--- src/rtl/cla_pipe_adder_if.sv ---
// ============================================================================
// Module  : cla_pipe_adder_if
// Purpose : Operand/result valid-ready bundle for the pipelined CLA adder.
// Revision: 1.0 - initial release
// ============================================================================
`default_nettype none

interface cla_pipe_adder_if #(
    parameter int WIDTH = 32
);
    logic             in_valid;
    logic             in_ready;
    logic [WIDTH-1:0] in_a;
    logic [WIDTH-1:0] in_b;
    logic             in_sub;
    logic             in_cin;
    logic             out_valid;
    logic             out_ready;
    logic [WIDTH-1:0] out_sum;
    logic             out_cout;
    logic             out_ovf;
    logic             out_zero;

    modport master (
        output in_valid, in_a, in_b, in_sub, in_cin, out_ready,
        input  in_ready, out_valid, out_sum, out_cout, out_ovf, out_zero
    );

    modport slave (
        input  in_valid, in_a, in_b, in_sub, in_cin, out_ready,
        output in_ready, out_valid, out_sum, out_cout, out_ovf, out_zero
    );
endinterface

`default_nettype wire

--- src/rtl/cla_pipe_adder.sv ---
// ============================================================================
// Module  : cla_pipe_adder
// Purpose : Two-stage pipelined carry-lookahead add/sub with valid/ready flow
//           control. Define CLA_PIPE_FLAGS_EN to build the ovf/zero flags.
// Revision: 1.0 - initial release
// ============================================================================
`default_nettype none

module cla_pipe_adder #(
    parameter int WIDTH = 32
) (
    input  wire logic         clk,
    input  wire logic         rst,
    cla_pipe_adder_if.slave   bus
);
    localparam int NUM_GRP = WIDTH / 4;
    localparam int NUM_SG  = (NUM_GRP + 3) / 4;

    // Carry into position n of a 4-wide lookahead block, flat sum-of-products.
    function automatic logic la_carry(input logic [3:0] g, input logic [3:0] p,
                                      input logic c0, input int n);
        logic c;
        logic t;
        c = 1'b0;
        for (int m = 0; m < 4; m++) begin
            if (m < n) begin
                t = g[m];
                for (int k = m + 1; k < 4; k++) if (k < n) t = t & p[k];
                c = c | t;
            end
        end
        t = c0;
        for (int k = 0; k < 4; k++) if (k < n) t = t & p[k];
        return c | t;
    endfunction

    logic               v1_q, v1_d, v2_q, v2_d;
    logic               w_adv2, w_acc, w_in_ready;
    logic [WIDTH-1:0]   w_b_eff, w_g, w_p;
    logic [NUM_GRP-1:0] w_gg, w_gp;
    logic               w_cin;

    logic [WIDTH-1:0]   p1_q, g1_q;
    logic [NUM_GRP-1:0] gg1_q, gp1_q;
    logic               cin1_q;

    logic [4*NUM_SG-1:0] w_ggp, w_gpp;
    logic [NUM_SG-1:0]   w_sg, w_sp, w_sc;
    logic [3:0]          w_sgp, w_spp;
    logic [NUM_GRP-1:0]  w_gc;
    logic [WIDTH-1:0]    w_c, w_sum;
    logic                w_cout;

    logic [WIDTH-1:0]   sum_q;
    logic               cout_q;

    assign w_adv2     = v1_q & (~v2_q | bus.out_ready);
    assign w_in_ready = ~v1_q | w_adv2;
    assign w_acc      = bus.in_valid & w_in_ready;

    always_comb begin
        v1_d = v1_q;
        v2_d = v2_q;
        if (w_acc)                    v1_d = 1'b1;
        else if (w_adv2)              v1_d = 1'b0;
        if (w_adv2)                   v2_d = 1'b1;
        else if (bus.out_ready)       v2_d = 1'b0;
    end

    assign w_b_eff = bus.in_sub ? ~bus.in_b : bus.in_b;
    assign w_g     = bus.in_a & w_b_eff;
    assign w_p     = bus.in_a ^ w_b_eff;
    assign w_cin   = bus.in_sub | bus.in_cin;

    for (genvar k = 0; k < NUM_GRP; k++) begin : g_s1_grp
        assign w_gg[k] = la_carry(w_g[4*k +: 4], w_p[4*k +: 4], 1'b0, 4);
        assign w_gp[k] = &w_p[4*k +: 4];
    end

    // Padding groups propagate (P=1, G=0) so the top super-group still passes carries.
    if (4*NUM_SG > NUM_GRP) begin : g_grp_pad
        assign w_ggp = {{(4*NUM_SG-NUM_GRP){1'b0}}, gg1_q};
        assign w_gpp = {{(4*NUM_SG-NUM_GRP){1'b1}}, gp1_q};
    end else begin : g_grp_nopad
        assign w_ggp = gg1_q;
        assign w_gpp = gp1_q;
    end

    if (NUM_SG < 4) begin : g_sg_pad
        assign w_sgp = {{(4-NUM_SG){1'b0}}, w_sg};
        assign w_spp = {{(4-NUM_SG){1'b1}}, w_sp};
    end else begin : g_sg_nopad
        assign w_sgp = w_sg;
        assign w_spp = w_sp;
    end

    for (genvar s = 0; s < NUM_SG; s++) begin : g_sg
        assign w_sg[s] = la_carry(w_ggp[4*s +: 4], w_gpp[4*s +: 4], 1'b0, 4);
        assign w_sp[s] = &w_gpp[4*s +: 4];
        assign w_sc[s] = la_carry(w_sgp, w_spp, cin1_q, s);
    end

    for (genvar k = 0; k < NUM_GRP; k++) begin : g_gc
        assign w_gc[k] = la_carry(w_ggp[4*(k/4) +: 4], w_gpp[4*(k/4) +: 4], w_sc[k/4], k % 4);
    end

    for (genvar i = 0; i < WIDTH; i++) begin : g_bc
        assign w_c[i] = la_carry(g1_q[4*(i/4) +: 4], p1_q[4*(i/4) +: 4], w_gc[i/4], i % 4);
    end

    assign w_cout = la_carry(w_sgp, w_spp, cin1_q, NUM_SG);
    assign w_sum  = p1_q ^ w_c;

    always_ff @(posedge clk or posedge rst) begin
        if (rst) begin
            v1_q   <= 1'b0;
            v2_q   <= 1'b0;
            p1_q   <= '0;
            g1_q   <= '0;
            gg1_q  <= '0;
            gp1_q  <= '0;
            cin1_q <= 1'b0;
            sum_q  <= '0;
            cout_q <= 1'b0;
        end else begin
            v1_q <= v1_d;
            v2_q <= v2_d;
            // Per-bit generates are kept too: intra-group carries need them.
            if (w_acc) begin
                p1_q   <= w_p;
                g1_q   <= w_g;
                gg1_q  <= w_gg;
                gp1_q  <= w_gp;
                cin1_q <= w_cin;
            end
            if (w_adv2) begin
                sum_q  <= w_sum;
                cout_q <= w_cout;
            end
        end
    end

`ifdef CLA_PIPE_FLAGS_EN
    logic ovf_q, zero_q;

    always_ff @(posedge clk or posedge rst) begin
        if (rst) begin
            ovf_q  <= 1'b0;
            zero_q <= 1'b0;
        end else if (w_adv2) begin
            ovf_q  <= w_c[WIDTH-1] ^ w_cout;
            zero_q <= (w_sum == '0);
        end
    end

    assign bus.out_ovf  = ovf_q;
    assign bus.out_zero = zero_q;
`else
    assign bus.out_ovf  = 1'b0;
    assign bus.out_zero = 1'b0;
`endif

    assign bus.in_ready  = w_in_ready;
    assign bus.out_valid = v2_q;
    assign bus.out_sum   = sum_q;
    assign bus.out_cout  = cout_q;

endmodule

`default_nettype wire

--- src/flat_wrapper.sv ---
// flat-port wrapper written by rule: the top's interface ports become plain ports
module cla_pipe_adder_flat 
#(
    parameter int WIDTH = 32
)
  (clk, rst, bus_in_valid, bus_in_a, bus_in_b, bus_in_sub, bus_in_cin, bus_out_ready, bus_in_ready, bus_out_valid, bus_out_sum, bus_out_cout, bus_out_ovf, bus_out_zero);
  cla_pipe_adder_if #(.WIDTH(WIDTH)) bus_i ();
  input  wire logic clk;
  input  wire logic rst;
  input wire logic [$bits(bus_i.in_valid)-1:0] bus_in_valid;
  input wire logic [$bits(bus_i.in_a)-1:0] bus_in_a;
  input wire logic [$bits(bus_i.in_b)-1:0] bus_in_b;
  input wire logic [$bits(bus_i.in_sub)-1:0] bus_in_sub;
  input wire logic [$bits(bus_i.in_cin)-1:0] bus_in_cin;
  input wire logic [$bits(bus_i.out_ready)-1:0] bus_out_ready;
  output wire logic [$bits(bus_i.in_ready)-1:0] bus_in_ready;
  output wire logic [$bits(bus_i.out_valid)-1:0] bus_out_valid;
  output wire logic [$bits(bus_i.out_sum)-1:0] bus_out_sum;
  output wire logic [$bits(bus_i.out_cout)-1:0] bus_out_cout;
  output wire logic [$bits(bus_i.out_ovf)-1:0] bus_out_ovf;
  output wire logic [$bits(bus_i.out_zero)-1:0] bus_out_zero;
  assign bus_i.in_valid = bus_in_valid;
  assign bus_i.in_a = bus_in_a;
  assign bus_i.in_b = bus_in_b;
  assign bus_i.in_sub = bus_in_sub;
  assign bus_i.in_cin = bus_in_cin;
  assign bus_i.out_ready = bus_out_ready;
  assign bus_in_ready = bus_i.in_ready;
  assign bus_out_valid = bus_i.out_valid;
  assign bus_out_sum = bus_i.out_sum;
  assign bus_out_cout = bus_i.out_cout;
  assign bus_out_ovf = bus_i.out_ovf;
  assign bus_out_zero = bus_i.out_zero;
  cla_pipe_adder #(.WIDTH(WIDTH)) u_core (.clk(clk), .rst(rst), .bus(bus_i));
endmodule
--- config.mk ---
export PLATFORM = sky130hd
export DESIGN_NAME = cla_pipe_adder_flat
export DESIGN_NICKNAME = d
export VERILOG_FILES = /design/src/rtl/cla_pipe_adder_if.sv /design/src/rtl/cla_pipe_adder.sv /design/src/flat_wrapper.sv
export SDC_FILE = /design/constraint.sdc
export NUM_CORES = 1
export LEC_CHECK = 0
export CORE_ASPECT_RATIO = 1.1
export CORE_MARGIN = 8
export CORE_UTILIZATION = 45
export DETAILED_ROUTE_END_ITERATION = 7
export PLACE_DENSITY = 0.71
export SYNTH_ARGS = -nofsm -noshare
export SYNTH_HDL_FRONTEND = slang
export SYNTH_SLANG_ARGS = --single-unit
--- constraint.sdc ---
create_clock -name clk -period 4.95 [get_ports clk]
set_clock_uncertainty 0.15 [all_clocks]
set_input_delay 0.99 -clock clk [delete_from_list [all_inputs] [get_ports clk]]
set_output_delay 0.99 -clock clk [all_outputs]
set_load 0.02 [all_outputs]
==> out/qor.yml <==
synth_simple_gate_area_share_pct: 9.13
dpl_worst_slack_ns: 1.43
arrival_ns: 2.38
cts_tree: "built"
synth_async_sr_flop_share_pct: 100
cp_top_family: "buffers and inverters"
dr.pass1.iters: 4
ff2ff_path_depth: 9
synth_compound_area_share_pct: 10.8
ff2ff_setup_slack_ns: 2.39
clock_sinks: 108
syn_area_sq_um: 5480
dpl_cell_area_sq_um: 6620
grt_pass1_wl_um: 19700
diodes: 0
chipWidth_um: 121
synth_xor_area_share_pct: 7.67
cpMostUsedCell: "clkdlybuf4s50_1"
ys_warn_count: 0
synth_top_family_by_area: "multiplexers"
critPathBufInv: 2
drt_wl_total_um: 11800
post-cts-setup-buffer-count: 0
outcome: "finished clean"
drt-initial-drc-count: 144
nFillCells: 1058
start_kind: "primary input"
io_pins: 107
finalCritPeriodShare_pct: 71.1
dp.cells: 723
min_path_cells: 2
grt_setup_unrepaired: "false"
clock.fmax_mhz: 284
yosys-top-cells-area: "dfrtp_1 49%, mux2_2 12%, ha_1 9.1%"
nNetsFinal: 690
ys_seq_area_share_pct: 49.3
rr_endpoint: "u_core.bus.out_sum[31]"
powerDensity_nw_per_um2: 423
path_clk_slew_ns: 0.07
avgSynthCellArea_sq_um: 11.3
final_area_sq_um: 6890
start_util_pct: 45.7
seqCellArea_sq_um: 2700
place.gp.congestion: 0.772
die_area_sq_um: 16000
p_leak_uw: 0.00318
grtUsageTotal_pct: 15.2
slew_viol_final: 0
tightest_slew_ns: 1.03
die_height_um: 132
cts_htree_levels: 3
num_rows: 42
hold_violations: 0
path_cells: "clkdlybuf4s50_1 > nand3b_1 > clkdlybuf4s50_1"
yosysUniqueCellTypes: 31
critical_path_class: "in -> out"
synth_top_area_cell: "dfrtp_1"
cts_root_buf: "clkbuf_16"
worstPathRequired_ns: 3.81
fin_cells: 738
worstSetupEndpointType: "output pin"
slowest_stage: "clkdlybuf4s50_1"
first_global_vias: 4124
synth_mux_area_share_pct: 11.5
vias_per_cell: 5.16
synth_fa_ha_area_share_pct: 9.13
ys_ff_latch: 108
cts.path.max_buffers: 2
synth_top_area_share_pct: 49.3
maxCapViolations: 0
netlist_instances: 483
vias: 3809
drive_gt1_share_pct: 14.7
hold_start: "u_core.bus.out_sum[27]"
period_minus_slack_ns: 3.52
timing.hold.ws_ns: 0.328
setup_viol: 0
drc: 0
cts.repair.resized: 0
antenna_found_initial: 0
numCtsBuffers: 9
hpwl_um: 8630
r2r_start: "u_core.cin1_q"
synth_edf_count: 0
globalRoute.totalOverflow: 0
cpPeakStageDelay_ns: 0.67
crit_path_max_fanout: 3
core-area_sq_um: 12000
relSlewSlack_pct: 31.2
grt_max_degree: 91
multiInputGateArea_sq_um: 2660
hold_end: "u_core.bus.out_sum[27]"
syn_to_final_growth_pct: 25.7
portBuffers: 104
wl_per_cell_um: 16.0
setup_slack_ns: 1.43
vdd_drop_max_uv: 239
tns_ns: 0
ys.flop_type: "dfrtp_1"
drtAntennaViolNets: 0
cts_hold_buffers: 0
hold_path.class: "reg -> reg"
insertion_delay_ns: 0.34
Yosys cell counts, types with 2 or more instances:
master and count:
o22ai_1 8, dfrtp_1 108, nor3_1 8, nand2b_1 3, o21ai_1 2, nand2_1 67
xor2_1 48, o31ai_1 8, nand4_1 9, buf_4 8, a31o_1 2, mux2_2 56
a21o_1 20, and2_1 2, clkbuf_1 4, o21ai_0 33, or2_2 9, ha_1 40
nor2_1 12, buf_2 10, a21oi_1 9, o21a_1 8
logic make-up after synthesis:
logic type               count (synthesis)
other                                    1
adder cells (fa/ha/maj)                 40
XOR/XNOR                                48
AO/OA/AOI/OAI                           94
AND/OR/NAND/NOR                        113
flip-flops                             108
multiplexers                            56
buffers and inverters                   23
report_power, final:
| part | leakage (uW) | internal (uW) | switching (uW) |
|---|---|---|---|
| clock network | 0.000135 | 365 | 302 |
| registers | 0.00133 | 1110 | 150 |
| logic | 0.00172 | 507 | 481 |
| total | 0.00318 | 1980 | 932 |
layer usage:
| layer | vias to the layer above | global-route usage, % | wire, um |
|---|---|---|---|
| met5 | - | 0 | 0 |
| met4 | 0 | 4.94 | 70 |
| met3 | 7 | 3.26 | 521 |
| met2 | 74 | 25.9 | 5870 |
| met1 | 1848 | 18.5 | 5350 |
| li1 | 1880 | - | - |
layout make-up:
cell class,instances,area share (%)
clock inverters,2,0.145
well taps,154,2.80
flip-flops and latches,108,39.2
multi-input cells,353,38.6
clock buffers,13,3.78
repair buffers,107,15.4
inverters,1,0.0908
registers in the layout (all words and copies together) (netlist names):
signal                flops
u_core.cin1_q             1
u_core.bus.out_cout       1
u_core.v1_q               1
u_core.bus.out_sum       32
u_core.p1_q              32
u_core.g1_q              24
u_core.bus.out_valid      1
u_core.gg1_q              8
u_core.gp1_q              8
per-stage QoR:
| stage | power [uW] | utilization [%] |
|---|---|---|
| finish | 2910 | 57.5 |
| global route | 3100 | 57.5 |
| CTS | 2950 | 57.5 |
| detailed placement | 2280 | 55.2 |
| global placement | 2250 | 55.2 |
| floorplan | 1850 | - |
cells in the final DEF (no fill, tap or decap), types with 12 or more instances in the layout:
master / Yosys / routed
nand2_1: 67 / 66
dfrtp_1: 108 / 108
o21ai_0: 33 / 33
mux2_2: 56 / 56
ha_1: 40 / 40
clkdlybuf4s50_1: 0 / 103
xor2_1: 48 / 48
a21o_1: 20 / 20
nor2_1: 12 / 12
worst max-delay path by stage:
stage | from | endpoint | slack (ns) | cells past startpoint
4_1_cts | bus_out_ready | bus_in_ready | 1.41 | 3
3_5_place_dp | bus_out_ready | bus_in_ready | 1.43 | 3
2_1_floorplan | rst | u_core.bus.out_cout | 0.96 | 1
3_3_place_gp | bus_out_ready | bus_in_ready | 1.42 | 3
6_report | bus_out_ready | bus_in_ready | 1.43 | 3
5_1_grt | bus_out_ready | bus_in_ready | 1.36 | 3
tightest hold or removal path: cells and delay by family (launching register included):
| kind | cells | cell delay [ns] |
|---|---|---|
| AOI/OAI and AO/OA | 1 | 0.06 |
| DFF | 1 | 0.34 |
| and+or+nand+nor | 1 | 0.04 |
Note: power is estimated with default switching activity, not from simulation.
